**config.mk**
```make
export PLATFORM = sky130hd
export DESIGN_NAME = mem_access_unit_flat
export DESIGN_NICKNAME = d
export VERILOG_FILES = /design/src/rtl/mem_access_unit_if.sv /design/src/rtl/mem_access_unit.sv /design/src/flat_wrapper.sv
export SDC_FILE = /design/constraint.sdc
export NUM_CORES = 1
export LEC_CHECK = 0
export ABC_CLOCK_PERIOD_IN_PS = 3300
export BUFFER_PORTS_ARGS = -buffer_cell sky130_fd_sc_hd__buf_2
export CAP_MARGIN = 20
export CORE_UTILIZATION = 46
export DETAILED_ROUTE_END_ITERATION = 12
export PLACE_DENSITY = 0.78
export RECOVER_POWER = 50
export SLEW_MARGIN = 20
export SYNTH_ARGS = -nofsm -noshare
export SYNTH_HDL_FRONTEND = slang
export SYNTH_SLANG_ARGS = --single-unit
```
**constraint.sdc**
```tcl
create_clock -name clk -period 3.3 [get_ports clk]
set_clock_uncertainty 0.2 [all_clocks]
set_input_delay 0.33 -clock clk [delete_from_list [all_inputs] [get_ports clk]]
set_output_delay 0.33 -clock clk [all_outputs]
set_load 0.02 [all_outputs]
```
**src/rtl/mem_access_unit_if.sv**
```systemverilog
// Request/response channel between the execute stage and mem_access_unit.
// The execute stage holds the master modport; the access unit holds the slave modport.
interface mem_access_unit_if;
   logic        req_valid;
   logic        req_ready;
   logic        req_we;
   logic [1:0]  req_size;
   logic        req_unsigned;
   logic [31:0] req_addr;
   logic [31:0] req_wdata;
   logic        resp_valid;
   logic [31:0] resp_rdata;
   logic        resp_err;

   modport master (
      output req_valid, req_we, req_size, req_unsigned, req_addr, req_wdata,
      input  req_ready, resp_valid, resp_rdata, resp_err
   );

   modport slave (
      input  req_valid, req_we, req_size, req_unsigned, req_addr, req_wdata,
      output req_ready, resp_valid, resp_rdata, resp_err
   );
endinterface

```
**src/rtl/mem_access_unit.sv**
```systemverilog
// mem_access_unit: issues byte/half/word loads and stores to a word-wide data memory.
// Sub-word stores are done as read-modify-write because DM writes whole words only.
// Optional build macro BOUNDS_CHECK_EN: reject word indices >= DEPTH_WORDS at accept.
module mem_access_unit #(
   parameter int ADDR_W      = 16,
   parameter int DEPTH_WORDS = 32
) (
   input  logic              clk,
   input  logic              rst,
   mem_access_unit_if.slave  bus,
   output logic [ADDR_W-1:0] dm_address,
   output logic [31:0]       dm_wd,
   output logic              dm_we,
   input  logic [31:0]       dm_rd
);
   typedef enum logic [2:0] {IDLE, LOAD, RMW_RD, WRITE, RESP} state_t;

   localparam logic [1:0] SZ_BYTE = 2'b00;
   localparam logic [1:0] SZ_HALF = 2'b01;
   localparam logic [1:0] SZ_WORD = 2'b10;
   localparam logic [1:0] SZ_ILL  = 2'b11;

   state_t            state_reg, state_next;
   logic              we_reg;
   logic              uns_reg;
   logic [1:0]        size_reg;
   logic [ADDR_W+1:0] addr_reg;
   logic [15:0]       wdata_reg;
   logic [31:0]       dm_wd_reg;
   logic [31:0]       rdata_reg;
   logic              err_reg;

   logic              accept;
   logic              req_err;
   logic              oob;
   logic [7:0]        rd_lane [4];
   logic [7:0]        byte_val;
   logic [15:0]       half_val;
   logic [31:0]       load_val;
   logic [31:0]       merged_word;

   assign bus.req_ready = (state_reg == IDLE) & ~rst;
   assign accept        = bus.req_valid & bus.req_ready;

`ifdef BOUNDS_CHECK_EN
   assign oob = (bus.req_addr[31:2] >= 30'(DEPTH_WORDS));
`else
   // Without a range check the upper address bits and the depth are don't-cares.
   localparam int unused_depth = DEPTH_WORDS;
   logic unused_addr_bits;
   assign unused_addr_bits = &{1'b0, bus.req_addr[31:ADDR_W+2]};
   assign oob = 1'b0;
`endif

   assign req_err = (bus.req_size == SZ_ILL)
                  | ((bus.req_size == SZ_HALF) & bus.req_addr[0])
                  | ((bus.req_size == SZ_WORD) & (bus.req_addr[1:0] != 2'b00))
                  | oob;

   // Per byte lane: split the read word and build the read-modify-write merge.
   for (genvar gi = 0; gi < 4; gi++) begin : g_lane
      localparam logic [1:0] LANE = 2'(gi);
      logic hit;
      assign rd_lane[gi] = dm_rd[8*gi +: 8];
      assign hit = ((size_reg == SZ_BYTE) && (addr_reg[1:0] == LANE))
                || ((size_reg == SZ_HALF) && (addr_reg[1] == LANE[1]));
      assign merged_word[8*gi +: 8] = !hit ? rd_lane[gi]
                                    : ((size_reg == SZ_HALF) && LANE[0]) ? wdata_reg[15:8]
                                    : wdata_reg[7:0];
   end

   // Select the addressed lane of the loaded word and extend it.
   always_comb begin
      byte_val = rd_lane[addr_reg[1:0]];
      half_val = addr_reg[1] ? dm_rd[31:16] : dm_rd[15:0];
      case (size_reg)
         SZ_BYTE: load_val = {{24{~uns_reg & byte_val[7]}}, byte_val};
         SZ_HALF: load_val = {{16{~uns_reg & half_val[15]}}, half_val};
         default: load_val = dm_rd;
      endcase
   end

   // State register; reset aborts any access in flight.
   always_ff @(posedge clk or posedge rst) begin
      if (rst) state_reg <= IDLE;
      else     state_reg <= state_next;
   end

   // Next-state decode; the access path is chosen once, at accept.
   always_comb begin
      state_next = state_reg;
      case (state_reg)
         IDLE: begin
            if (accept) begin
               if (req_err)                     state_next = RESP;
               else if (!bus.req_we)            state_next = LOAD;
               else if (bus.req_size == SZ_WORD) state_next = WRITE;
               else                             state_next = RMW_RD;
            end
         end
         LOAD:    state_next = RESP;
         RMW_RD:  state_next = WRITE;
         WRITE:   state_next = RESP;
         RESP:    state_next = IDLE;
         default: state_next = IDLE;
      endcase
   end

   // Latched request, merged write word and load result.
   always_ff @(posedge clk or posedge rst) begin
      if (rst) begin
         we_reg    <= 1'b0;
         uns_reg   <= 1'b0;
         size_reg  <= 2'b00;
         addr_reg  <= '0;
         wdata_reg <= '0;
         dm_wd_reg <= '0;
         rdata_reg <= '0;
         err_reg   <= 1'b0;
      end else if (accept) begin
         we_reg    <= bus.req_we;
         uns_reg   <= bus.req_unsigned;
         size_reg  <= bus.req_size;
         addr_reg  <= bus.req_addr[ADDR_W+1:0];
         wdata_reg <= bus.req_wdata[15:0];
         dm_wd_reg <= bus.req_wdata;
         rdata_reg <= '0;
         err_reg   <= req_err;
      end else begin
         case (state_reg)
            LOAD:    rdata_reg <= load_val;
            RMW_RD:  dm_wd_reg <= merged_word;
            default: ;
         endcase
      end
   end

   assign dm_address     = (state_reg != IDLE) ? addr_reg[ADDR_W+1:2] : '0;
   assign dm_we          = (state_reg == WRITE) & we_reg;
   assign dm_wd          = dm_wd_reg;
   assign bus.resp_valid = (state_reg == RESP);
   assign bus.resp_rdata = (state_reg == RESP) ? rdata_reg : 32'h0;
   assign bus.resp_err   = (state_reg == RESP) & err_reg;
endmodule

```
**src/flat_wrapper.sv**
```systemverilog
// flat-port wrapper written by rule: the top's interface ports become plain ports
module mem_access_unit_flat 
#(
   parameter int ADDR_W      = 16,
   parameter int DEPTH_WORDS = 32
)
  (clk, rst, dm_address, dm_wd, dm_we, dm_rd, bus_req_valid, bus_req_we, bus_req_size, bus_req_unsigned, bus_req_addr, bus_req_wdata, bus_req_ready, bus_resp_valid, bus_resp_rdata, bus_resp_err);
  mem_access_unit_if bus_i ();
  input  logic clk;
  input  logic rst;
  output logic [ADDR_W-1:0] dm_address;
  output logic [31:0] dm_wd;
  output logic dm_we;
  input  logic [31:0] dm_rd;
  input wire logic [$bits(bus_i.req_valid)-1:0] bus_req_valid;
  input wire logic [$bits(bus_i.req_we)-1:0] bus_req_we;
  input wire logic [$bits(bus_i.req_size)-1:0] bus_req_size;
  input wire logic [$bits(bus_i.req_unsigned)-1:0] bus_req_unsigned;
  input wire logic [$bits(bus_i.req_addr)-1:0] bus_req_addr;
  input wire logic [$bits(bus_i.req_wdata)-1:0] bus_req_wdata;
  output wire logic [$bits(bus_i.req_ready)-1:0] bus_req_ready;
  output wire logic [$bits(bus_i.resp_valid)-1:0] bus_resp_valid;
  output wire logic [$bits(bus_i.resp_rdata)-1:0] bus_resp_rdata;
  output wire logic [$bits(bus_i.resp_err)-1:0] bus_resp_err;
  assign bus_i.req_valid = bus_req_valid;
  assign bus_i.req_we = bus_req_we;
  assign bus_i.req_size = bus_req_size;
  assign bus_i.req_unsigned = bus_req_unsigned;
  assign bus_i.req_addr = bus_req_addr;
  assign bus_i.req_wdata = bus_req_wdata;
  assign bus_req_ready = bus_i.req_ready;
  assign bus_resp_valid = bus_i.resp_valid;
  assign bus_resp_rdata = bus_i.resp_rdata;
  assign bus_resp_err = bus_i.resp_err;
  mem_access_unit #(.ADDR_W(ADDR_W), .DEPTH_WORDS(DEPTH_WORDS)) u_core (.clk(clk), .rst(rst), .bus(bus_i), .dm_address(dm_address), .dm_wd(dm_wd), .dm_we(dm_we), .dm_rd(dm_rd));
endmodule
```
Yosys cells after proc, flatten, opt, wreduce, memory -nomap -nowiden
Cells that the tools add are included.

Flip-flop bits (word level): 106. Input port bits: 103. Output and inout port bits: 84.

$lt $le $gt $ge: 1. Equality and inequality tests: 12. Mux-type cells: 21. Bitwise operators: 14. Reduce and logical (&&, ||, !) cells: 18.

Operators by type and width (number): 32-bit two-way mux (5); 32-bit case mux with 2 select lines (1); 8-bit two-way mux (7); 16-bit two-way mux (2); 8-bit binary-select mux with 2-bit select (1); 3-bit two-way mux (3); 3-bit case mux with 3 select lines (1); 1-bit bitwise AND (8); 2-bit equality test (second input constant) (4); 2-bit by 1-bit equality test with 1-bit output (second input constant) (3); 3-bit by 2-bit equality test with 1-bit output (second input constant) (2); 1-bit logical AND (6); 2-bit nonzero test (3); 2-bit logical NOT (2); 1-bit logical OR (4); 3-bit by 1-bit equality test with 1-bit output (second input constant) (1); 3-bit equality test (second input constant) (1); 3-bit >= comparator (second input constant) (1); 3-bit logical NOT (1); 1-bit inverter (3); 2-bit inverter with 3-bit output (1); 3-bit nonzero test (1); 2-bit by 1-bit != test with 1-bit output (second input constant) (1); 1-bit bitwise OR (2); 2 further kinds (2).

Logic depth before layout (Yosys ltp)
Gate-level depths: netlist of the first run.

Depth after elaboration: 8. Mapped depth: 8. Depth with buffers taken out: 4.

Least setup slack after synthesis of the first run
No wires, ideal clock.

Path type: reg2out. Start: reg u_core.state_reg[0]. End: out bus_resp_rdata[22]. Arrival: 1575 ps. Path slack: 1195 ps. Stages on the path, launching flop included: 5. Cells stage by stage: dfrtp_1 > buf_2 > nor3b_1 > clkbuf_1 > and2_1.

Cells in the longest elaborated chain, start to end: 2.

RTL lines: from (decl) (RTL line mem_access_unit.sv:23) `state_t state_reg, state_next;`; from (signal assigned) (RTL line mem_access_unit.sv:86) `else state_reg <= state_next;`; 3-bit equality test; net bus_resp_valid (RTL line flat_wrapper.sv:22) `output wire logic [$bits(bus_i.resp_valid)-1:0] bus_resp_valid;`; 32-bit two-way mux (RTL line mem_access_unit.sv:142) `assign bus.resp_rdata = (state_reg == RESP) ? rdata_reg : 32'h0;`; to (decl) (RTL line flat_wrapper.sv:23) `output wire logic [$bits(bus_i.resp_rdata)-1:0] bus_resp_rdata;`.

The timed path passes the listed nets, and every way through them passes these cells.

Final worst setup path of the first run
Start: reg u_core.size_reg[0]. End: reg u_core.dm_wd_reg[12], in the netlist u_core.dm_wd[12].

Cells in the longest elaborated chain, start to end: 6. Elaborated cells on any way between the ends: 9. Classes of those cells: eq/ne (1); mux (4); reduce/logical (4).

RTL lines: from (decl) (RTL line mem_access_unit.sv:26) `logic [1:0] size_reg;`; from (signal assigned) (RTL line mem_access_unit.sv:123) `size_reg <= bus.req_size;`; 2-bit by 1-bit equality test with 1-bit output / 2-bit logical NOT (equally long branches) (RTL line mem_access_unit.sv:66, mem_access_unit.sv:68, mem_access_unit.sv:65); 1-bit logical AND, on equally long branches (RTL line mem_access_unit.sv:66, mem_access_unit.sv:65); 1-bit logical OR (RTL line mem_access_unit.sv:66) `|| ((size_reg == SZ_HALF) && (addr_reg[1] == LANE[1]));`; 8-bit two-way mux (*) (RTL line mem_access_unit.sv:67) `assign merged_word[8*gi +: 8] = !hit ? rd_lane[gi]`; 32-bit two-way mux (*) (RTL line mem_access_unit.sv:130) `case (state_reg)`; 32-bit two-way mux (*) (RTL line mem_access_unit.sv:120) `end else if (accept) begin`; to (signal assigned) (RTL line mem_access_unit.sv:126) `dm_wd_reg <= bus.req_wdata;`; to (signal assigned) (RTL line mem_access_unit.sv:132) `RMW_RD: dm_wd_reg <= merged_word;`; to (decl) (RTL line mem_access_unit.sv:29) `logic [31:0] dm_wd_reg;`.

Every way passes the cells marked *; elsewhere a longest branch is shown, timed or not. The select of a mux whose other input is x is not followed. A chain may end at the register's enable or synchronous reset.

==> out/summary.txt, run 1 <==
VDD IR-drop max: 658 uV
Full die area: 13000 um^2
Gr ovfl total: 0
RD Place Congestion: 0.878
Final Power: 6.96 mW
Initial drt markers: 468
Setup TNS: 0 ns
Number of iterations in the first detailed-routing pass: 5
Clock Sinks: 106
Initial antenna violation count: 0
Routed WL: 16600 um
Failing checks: max-capacitance violations, max-slew violations
Finish-stage setup viols: 0
Final Hold Viols: 0
Die X: 114 um
Setup CP Type: reg2reg
Final hold slack: 0.00374 ns
Via-to-Cell Ratio: 5.38
Number of global-route vias before repair: 5134
CTS max path bufs: 2
WL/cell: 16.5 um
Post-synthesis cell area: 5760 um^2
Cell count after placement: 967
HP Start: bus_req_wdata[13]
Drt drc: 0
Num rows: 40
CP Capture Type: flop
Largest net degree at the start of global routing: 64
Clk_lat worst skew: 0.35 ns
Final setup margin: 0.851 ns
DRT antenna net count: 0
Max_slew headroom: -2.08%
Total power divided by cell area: 971 nW/um^2
Layout Cells excl Fill: 1009
Critical Path Source: u_core.size_reg[0]$_DFFE_PP0P_
Starting Density: 47.5%
LEAKAGE: 3.51 nW
DP Area: 6640 um^2
Port Buf Inserts: 172
Final period util: 74.2%
Total Nets Final: 940
Period minus WS final: 2.45 ns
Slew Viols, Final: 64
Startpoint types: flop
Util after Layout: 59.1%
Worst-Margin Slew: 1.53 ns
Reg clk slew, reported paths: 0.07 ns
Seq/Total Area, Yosys: 46.1%
Dominant cell type by area after synthesis: dfrtp_1
Layout cell share with drive strength beyond 1: 22.0%
Max-Cap Viols: 1
CTS tree: done
Outcome: finished, violations left
RR Startpoint: u_core.size_reg[0]$_DFFE_PP0P_
Max Fclk: 0.408 GHz
Post-synth cell types: 43
Synthesized area per cell: 8.64 um^2
Synth top area share: 46.1%
N_diodes: 0
Syn nets: 769
Area Growth Syn to Fin: 24.4%
Post-DP HPWL: 11900 um
Post-synthesis register bit count: 106
Clock Root Buffer: clkbuf_16
Crit-path cells: nor2b_1 > mux2i_1 > a211o_1 > a31oi_1
Worst Path Required: 3.38 ns
Worst Hold Class: in2reg
Cells after synthesis: 666
Cts bufs inserted: 9
First-pass GRT wire length: 26100 um
Worst Path Buf+Inv: 0
Critical Path AT: 2.52 ns
Top cells by area, synth: dfrtp_1, nand2_1, a21oi_1
Setup WS pre-CTS: 0.905 ns
Design Area, Final: 7160 um^2
Htree depth: 3
Delay-heaviest family, CP: simple AND/OR/NAND/NOR gates
Ys Warns: 0
Crit-path max cell delay: 0.78 ns
Height of the die: 114 um
Routed via count: 5430
Fill cell count: 1150
All-Layer GR Usage: 26.3%
IO Count: 187
Unrepaired setup endpoints after global routing: false
Worst-path fanout max: 16
Placeable core region: 12100 um^2
CP max stage cell: nor2b_1
-- repair_timing --
| item | 4_1_cts | 5_1_grt |
|---|---|---|
| hold endpoints to repair | 69 | 0 |
| hold buffers | 27 | 0 |
| gates resized for setup | 0 | 0 |
| setup buffers | 0 | 0 |
-- cell type report --
class	instances	area (um^2)	area share [%]
clock buffer	13	270	3.77
inverter	5	22.5	0.314
multi-input combinational	500	2770	38.7
clock inverter	2	35.0	0.489
sequential	106	2650	37.0
timing repair buffer	215	1200	16.7
tap	168	210	2.93
-- placed cells by master (no fill, tap or decap), drive strengths merged, types with 2 or more instances in the layout --
master | netlist | routed
o21ai | 68 | 68
a22oi | 7 | 7
and3 | 14 | 14
nor3b | 2 | 2
a31oi | 17 | 17
nor2 | 19 | 19
nand2 | 156 | 156
inv | 5 | 4
nor2b | 33 | 33
a32oi | 7 | 7
mux2 | 8 | 8
a21oi | 59 | 59
a211oi | 14 | 14
o21a | 2 | 2
clkbuf | 20 | 51
mux2i | 11 | 11
o22ai | 2 | 2
dlygate4sd3 | 0 | 27
nand2b | 3 | 3
a311oi | 2 | 2
nor3 | 6 | 6
and2 | 43 | 43
dfrtp | 106 | 106
a211o | 16 | 16
buf | 35 | 150
-- routing by layer --
metal  share of wire [%]  GRT usage (%)
met1                  44           35.4
met2                  47           42.6
met3                 6.6           4.68
met4                 2.2           9.78
met5                   0              0
-- logic make-up after synthesis --
kind of cell / after synthesis / synth area share (%)
AOI/OAI and AO/OA: 201 / 21.0
buffers and inverters: 60 / 5.98
DFF: 106 / 46.1
muxes: 20 / 3.87
and+or+nand+nor: 279 / 23.1
-- synth_stat cells, drive strengths merged --
library cell,number
nand2,156
dfrtp,106
o21ai,68
a21oi,59
and2,43
buf,35
nor2b,33
clkbuf,20
nor2,19
a31oi,17
a211o,16
a211oi,14
and3,14
mux2i,11
mux2,8
a22oi,7
a32oi,7
nor3,6
inv,5
nand2b,3
a311oi,2
nor3b,2
o21a,2
o22ai,2
a21boi,1
a221oi,1
a22o,1
a2bb2oi,1
a32o,1
and2b,1
mux4,1
nor4,1
o21bai,1
o2bb2ai,1
or2,1
-- worst min-delay path, delay by kind of cell --
family,cells,cell delay (ns)
buffers and inverters,1,0.08
AND/OR/NAND/NOR,2,0.11
-- final timing paths --
check	cells past startpoint	end	slack (ns)
hold reg to reg	2	u_core.addr_reg[13]$_DFFE_PP0P_	0.27
hold / removal	3	u_core.wdata_reg[13]$_DFFE_PP0P_	0.004
max in group asynchronous	4	u_core.dm_wd[21]$_DFFE_PP0P_	1.05
setup / recovery	4	u_core.dm_wd[12]$_DFFE_PP0P_	0.85
setup reg to reg	4	u_core.dm_wd[12]$_DFFE_PP0P_	0.85
min in group asynchronous	4	u_core.we_reg$_DFFE_PP0P_	0.74
-- report_power, final --
part           total (mW)  internal (mW)  switching [mW]
Sequential           2.34           1.90           0.441
Combinational        3.51           1.25            2.26
Clock                1.11          0.646           0.463
Total                6.96           3.79            3.16
No activity file was read; power rests on OpenSTA's default activity.
==> run 2: changes to the inputs <==
- ABC_AREA: not set -> 1
- ABC_CLOCK_PERIOD_IN_PS: 3300 -> 2430
- CORE_UTILIZATION: 46 -> 52
- PLACE_DENSITY: 0.78 -> 0.83
- clock period: 3.3 -> 2.43 ns (I/O delays scaled with it)
==> out/summary.txt, run 2 <==
Max Fclk: 0.447 GHz
Syn nets: 902 (+17%)
First-pass GRT wire length: 28800 um (+10%)
Util after Layout: 68.4% (+9.3 points)
Largest net degree at the start of global routing: 107 (+67%)
Most common cell after layout, fill and taps aside: nand2_1
Slew Viols, Final: 0 (-100%)
Gr ovfl total: 0 (unchanged)
Final period util: 92.0%
Full die area: 11800 um^2 (-9.0%)
Clock Root Buffer: clkbuf_16
Synth cell count leaders: nand2_1, nor2_1, dfrtp_1
Met3 routed WL: 1510 um (+38%)
RD Place Congestion: 0.927 (+5.6%)
Port Buf Inserts: 172 (unchanged)
Seq/Total Area, Yosys: 44.8% (-1.2 points)
Routed WL: 17800 um (+7.4%)
Layout cell share with drive strength beyond 1: 21.3% (-0.71 points)
Routed length on met2: 8440 um (+8.5%)
Top Layer Used: met4
Post-synthesis async set-or-reset flop share: 100% (unchanged)
Metal-1 WL: 7100 um (-3.5%)
Top cells by area, synth: dfrtp_1, nand2_1, nor2_1
Finish-stage setup viols: 0 (unchanged)
Starting Density: 53.9% (+6.3 points)
Unrepaired setup endpoints after global routing: false
Number of global-route vias before repair: 5852 (+14%)
Crit-path max cell delay: 0.54 ns (-0.24 ns)
Period minus WS final: 2.23 ns
Setup TNS: 0 ns (unchanged)
WHS Path Cells: 3 (unchanged)
Placeable core region: 11000 um^2 (-9.3%)
LEAKAGE: 3.76 nW (+7.1%)
Outcome: completed
Clk_lat worst skew: 0.36 ns (about the same)
Drt drc: 0 (unchanged)
Initial antenna violation count: 0 (unchanged)
CP Capture Type: flop
R2R Path End: u_core.dm_wd[19]$_DFFE_PP0P_
Post-synthesis cell area: 5910 um^2 (+2.7%)
Post-DP HPWL: 12100 um (+1.8%)
Dominant cell type by area after synthesis: dfrtp_1
Post_cts resized: 0 (unchanged)
Total Nets Final: 1094 (+16%)
Reg clk slew, reported paths: 0.07 ns (about the same)
Htree depth: 3 (unchanged)
Top-count cell post-synth: nand2_1
CTS tree: done
All-Layer GR Usage: 32.0% (+5.8 points)
HP Start: bus_req_size[0]
Worst-path fanout max: 57 (+41)
Worst Hold Class: in2reg
Post-synthesis register bit count: 106 (unchanged)
Most frequent cells in the layout: nand2_1, buf_2, nor2_1
Num rows: 38 (-5.0%)
Worst reg2reg path depth: 8 (+4)
CTS max path bufs: 2 (unchanged)
Post-synth cell types: 32 (-26%)
RR Startpoint: u_core.state_reg[0]$_DFFE_PP0P_
Clock Sinks: 106 (unchanged)
Via-to-Cell Ratio: 5.43 (+0.84%)
WL/cell: 15.7 um (-4.7%)
Area of the multi-input gates: 2680 um^2 (-3.4%)
Setup WS pre-CTS: 0.232 ns (-0.672 ns)
Final setup margin: 0.195 ns (-0.656 ns)
Routed via count: 6170 (+14%)
Number of flops mapped to enable cells by yosys: 0 (unchanged)
Ys Warns: 0 (unchanged)
Crit-path cells: dlygate4sd3_1 > buf_2 > clkinvlp_2 > nand3_4 > buf_4 > o211ai_1 > a21oi_1
Design Area, Final: 7510 um^2 (+4.9%)
Total power divided by cell area: 1320 nW/um^2 (+36%)
CP max stage cell: dlygate4sd3_1
DP Area: 6860 um^2 (+3.3%)
Cells after synthesis: 799 (+20%)
Ys flop type: dfrtp_1
Reg-to-reg slack, setup: 0.21 ns (-0.64 ns)
Fill cell count: 888 (-23%)
Max_slew headroom: 11.7% (+14 points)
Synthesized area per cell: 7.40 um^2 (-14%)
Height of the die: 109 um (-4.6%)
Max-Cap Viols: 0 (-1)
Critical Path AT: 2.32 ns (-0.20 ns)
Layout Cells excl Fill: 1137 (+13%)
Setup CP Type: in2reg
Hold EP: u_core.size_reg[0]$_DFFE_PP0P_
VDD IR-drop max: 732 uV (+11%)
Number of iterations in the first detailed-routing pass: 5 (unchanged)
Die X: 109 um (-4.6%)
Cell count after placement: 1081 (+12%)
Storage cell area: 2650 um^2 (unchanged)
DRT antenna net count: 0 (unchanged)
Area Growth Syn to Fin: 27.0%
Startpoint types: primary input
Final Hold Viols: 0 (unchanged)
Initial drt markers: 478 (+2.1%)
Cts bufs inserted: 9 (unchanged)
IO Count: 187 (unchanged)
Worst-Margin Slew: 1.32 ns (-0.207 ns)
Worst Path Required: 2.52 ns (-0.86 ns)
Synth top area share: 44.8% (-1.2 points)
[run 2: cell count changes in the layout (fill, tap and decap cells not counted), moves of 18 or more]
cell / change
nor2_1: +93
inv_1: +86
and2_1: -41
nand2_1: +40
nand3_1: +38
nor2b_1: -33
a21oi_1: -28
o21ai_1: +22
o211ai_1: +18
[run 2: metal layers]
| layer | track usage, % | vias up |
|---|---|---|
| met4 | 18.1 | 0 |
| met1 | 42.5 | 2852 |
| met5 | 0 | - |
| met3 | 4.48 | 68 |
| met2 | 50.6 | 325 |
| li1 | - | 2925 |
[run 2: cells by family (layout without fill, tap and decap cells)]
family / after synthesis / count (layout) / share of synthesized area [%]
compound gates: 168 / 168 / 16.4
other cells: 0 / 1 / 0
flops: 106 / 106 / 44.8
buf+inv: 143 / 340 / 10.6
simple gates: 382 / 382 / 28.1
[run 2: per-stage QoR]
stage | power [mW] | hold slack (ns)
CTS | 9.95 | 0.00163
floorplan | 7.01 | 0.170
global placement | 8.14 | 0.255
global route | 10.7 | 0.0108
detailed placement | 8.26 | 0.264
finish | 9.95 | 0.000406
[run 2: power breakdown]
group,internal [mW],leakage (nW),switching (mW)
Combinational,1.63,2.29,3.65
Sequential,2.58,1.32,0.476
Clock,0.913,0.157,0.697
Total,5.12,3.76,4.82
[run 2: how the worst max path moves through the flow]
stage,start,cells past startpoint,slack [ns],endpoint
2_1_floorplan,rst,7,-0.64,u_core.dm_wd[10]$_DFFE_PP0P_
3_3_place_gp,u_core.state_reg[2]$_DFFE_PP0P_,8,0.31,u_core.dm_wd[22]$_DFFE_PP0P_
3_5_place_dp,u_core.state_reg[2]$_DFFE_PP0P_,8,0.23,u_core.dm_wd[19]$_DFFE_PP0P_
4_1_cts,u_core.state_reg[0]$_DFFE_PP0P_,8,0.21,u_core.dm_wd[19]$_DFFE_PP0P_
5_1_grt,u_core.state_reg[0]$_DFFE_PP0P_,8,0.03,u_core.dm_wd[15]$_DFFE_PP0P_
6_report,rst,7,0.20,u_core.dm_wd[18]$_DFFE_PP0P_
[run 2: layout make-up]
class | instances | area share [%]
Antenna cell | 1 | 0.0333
Clock buffer | 9 | 3.00
Clock inverter | 7 | 1.32
Inverter | 100 | 5.05
Multi-Input combinational cell | 550 | 35.7
Sequential cell | 106 | 35.3
Tap cell | 140 | 2.33
Timing Repair Buffer | 224 | 17.3
[run 2: critical path, delay by kind of cell]
family | cells | cell delay [ns]
AOI/OAI and AO/OA | 2 | 0.44
buffers and inverters | 4 | 1.37
and+or+nand+nor | 1 | 0.24
[run 2: what timing repair did]
action | 4_1_cts | 5_1_grt
hold buffers | 39 | 0
buffers inserted | 0 | 0
endpoints found under the hold margin | 145 | 0
==> run 3: changes to the inputs <==
- CORE_ASPECT_RATIO: not set -> 1.2
==> out/summary.txt, run 3 (synthesized netlist as in run 2, its figures left out) <==
Clock Root Buffer: clkbuf_16
Initial antenna violation count: 1 (+1)
Hold EP: u_core.dm_wd[26]$_DFFE_PP0P_
Fill cell count: 953 (+7.3%)
Clk_lat worst skew: 0.35 ns (about the same)
Reg clk slew, reported paths: 0.07 ns (about the same)
Gr ovfl total: 0 (unchanged)
Final period util: 91.7% (-0.22 points)
Worst Path Buf+Inv: 4 (unchanged)
Worst-Margin Slew: 1.25 ns (-0.0732 ns)
Starting Density: 53.6% (-0.26 points)
LEAKAGE: 3.75 nW (-0.28%)
VDD IR-drop max: 570 uV (-22%)
Layout cell share with drive strength beyond 1: 21.9% (+0.62 points)
Final Hold Viols: 0 (unchanged)
Cell count after placement: 1078 (-0.28%)
Worst Path Required: 2.49 ns (-0.03 ns)
Initial drt markers: 332 (-31%)
Max Fclk: 0.449 GHz (+0.24%)
Full die area: 11800 um^2 (about the same)
Worst reg2reg path depth: 7 (-1)
Port Buf Inserts: 172 (unchanged)
Final hold slack: 0.00711 ns (+0.00670 ns)
Critical Path AT: 2.29 ns (-0.03 ns)
First-pass GRT wire length: 28800 um (about the same)
Number of global-route vias before repair: 5832 (-0.34%)
Delay-heaviest family, CP: buffers and inverters
Drt drc: 0 (unchanged)
Total power divided by cell area: 1310 nW/um^2 (-0.77%)
Height of the die: 119 um (+9.4%)
Num rows: 42 (+11%)
Layout Cells excl Fill: 1128 (-0.79%)
Area Growth Syn to Fin: 25.8%
WHS Path Cells: 3 (unchanged)
CP max stage cell: dlygate4sd3_1
CTS tree: done
Htree depth: 3 (unchanged)
CP Capture Type: flop
Final setup margin: 0.201 ns (+0.00528 ns)
Most common cell after layout, fill and taps aside: nand2_1
Clock Sinks: 106 (unchanged)
Via-to-Cell Ratio: 5.41 (-0.39%)
Number of iterations in the first detailed-routing pass: 5 (unchanged)
Routed WL: 17800 um (-0.39%)
Crit-path cells: dlygate4sd3_1 > buf_2 > clkinvlp_4 > nand3_4 > nand2_2 > inv_4 > nor2_1 > a21oi_1
Slew Viols, Final: 0 (unchanged)
Worst Hold Class: in2reg
Max-Cap Viols: 0 (unchanged)
Area of the multi-input gates: 2680 um^2 (unchanged)
CTS max path bufs: 2 (unchanged)
Setup WS pre-CTS: 0.247 ns (+0.0147 ns)
Placeable core region: 11000 um^2 (+0.48%)
IO Count: 187 (unchanged)
Largest net degree at the start of global routing: 53 (-50%)
Final Power: 9.78 mW (-1.7%)
Crit-path max cell delay: 0.52 ns (-0.02 ns)
HP Start: bus_req_wdata[26]
Routed via count: 6097 (-1.2%)
Max_slew headroom: 16.6% (+4.9 points)
Period minus WS final: 2.23 ns (-0.00528 ns)
Unrepaired setup endpoints after global routing: false
DRT antenna net count: 0 (unchanged)
RD Place Congestion: 0.948 (+2.2%)
Worst-path fanout max: 32 (-44%)
Most frequent cells in the layout: nand2_1, buf_2, nor2_1
Storage cell area: 2650 um^2 (unchanged)
All-Layer GR Usage: 31.6% (-0.45 points)
Outcome: completed
Die X: 99.4 um (-8.6%)
Reg-to-reg slack, setup: 0.41 ns (+0.20 ns)
R2R Path End: u_core.rdata_reg[26]$_DFFE_PP0P_
Total Nets Final: 1095 (+0.091%)
Finish-stage setup viols: 0 (unchanged)
Cts bufs inserted: 9 (unchanged)
Post-DP HPWL: 12900 um (+5.9%)
Startpoint types: primary input
RR Startpoint: u_core.addr_reg[1]$_DFFE_PP0P_
WL/cell: 15.8 um (+0.41%)
Setup CP Type: in2reg
-- run 3: changes by cell type in the layout (fill, tap and decap cells not counted), moves of 2 or more --
cell | previous run | this run
buf_2 | 132 | 137
buf_4 | 13 | 15
bufinv_16 | 2 | 0
clkbuf_1 | 40 | 37
clkbuf_2 | 0 | 3
clkinvlp_4 | 1 | 3
dlygate4sd3_1 | 39 | 35
inv_6 | 3 | 0
-- run 3: repair_timing --
| item | CTS | global route |
|---|---|---|
| setup buffers | 0 | 0 |
| hold endpoints to repair | 43 | 0 |
| endpoints found under the setup margin | 0 | 32 |
| resized for setup | 0 | 2 |
| hold buffers | 35 | 0 |
-- run 3: area by class of cell --
type / instances / area share (%)
Antenna cell: 1 / 0.0336
Clock buffer: 12 / 3.31
Clock inverter: 2 / 0.202
Inverter: 100 / 5.16
Multi-Input combinational cell: 550 / 36.0
Sequential cell: 106 / 35.6
Tap cell: 132 / 2.22
Timing Repair Buffer: 225 / 17.4
-- run 3: per-layer routing --
layer	share of wire (%)	vias to the layer above	wire, um	GRT usage (%)
li1	-	2926	-	-
met1	40	2837	7110	40.3
met2	48	280	8560	50.9
met3	7.1	54	1260	4.81
met4	4.7	0	832	18.5
met5	0	-	0	0
-- run 3: how the worst max path moves through the flow --
stage          startpoint                      endpoint  slack, ns  cells past startpoint
5_1_grt               rst   u_core.dm_wd[8]$_DFFE_PP0P_       0.04                      8
3_5_place_dp          rst   u_core.dm_wd[8]$_DFFE_PP0P_       0.25                      7
3_3_place_gp          rst   u_core.dm_wd[9]$_DFFE_PP0P_       0.28                      7
4_1_cts               rst   u_core.dm_wd[8]$_DFFE_PP0P_       0.06                      8
2_1_floorplan         rst  u_core.dm_wd[10]$_DFFE_PP0P_      -0.64                      7
6_report              rst   u_core.dm_wd[8]$_DFFE_PP0P_       0.20                      8
-- run 3: power by group --
| group | total (mW) | leakage (nW) | internal (mW) | switching (mW) |
|---|---|---|---|---|
| logic | 5.36 | 2.31 | 1.68 | 3.68 |
| registers | 3.08 | 1.32 | 2.58 | 0.502 |
| clock network | 1.34 | 0.121 | 0.713 | 0.624 |
| total | 9.78 | 3.75 | 4.97 | 4.80 |
-- run 3: worst reg2reg max path, cell delays in order, from the launching register on --
cell     delay [ns]
dfrtp_1        0.74
inv_2          0.20
nand2_1        0.14
nand2_2        0.08
nand3_4        0.12
nand2_4        0.08
nand2_2        0.21
o21ai_0        0.13
-- run 3: through the flow --
step / utilization [%] / area (um^2) / setup TNS, ns
finish: 67.4 / 7440 / 0
floorplan: - / 6000 / -60.37
global placement: 62.3 / 6880 / 0
CTS: 67.8 / 7490 / 0
global route: 67.4 / 7440 / 0
detailed placement: 62.3 / 6880 / 0
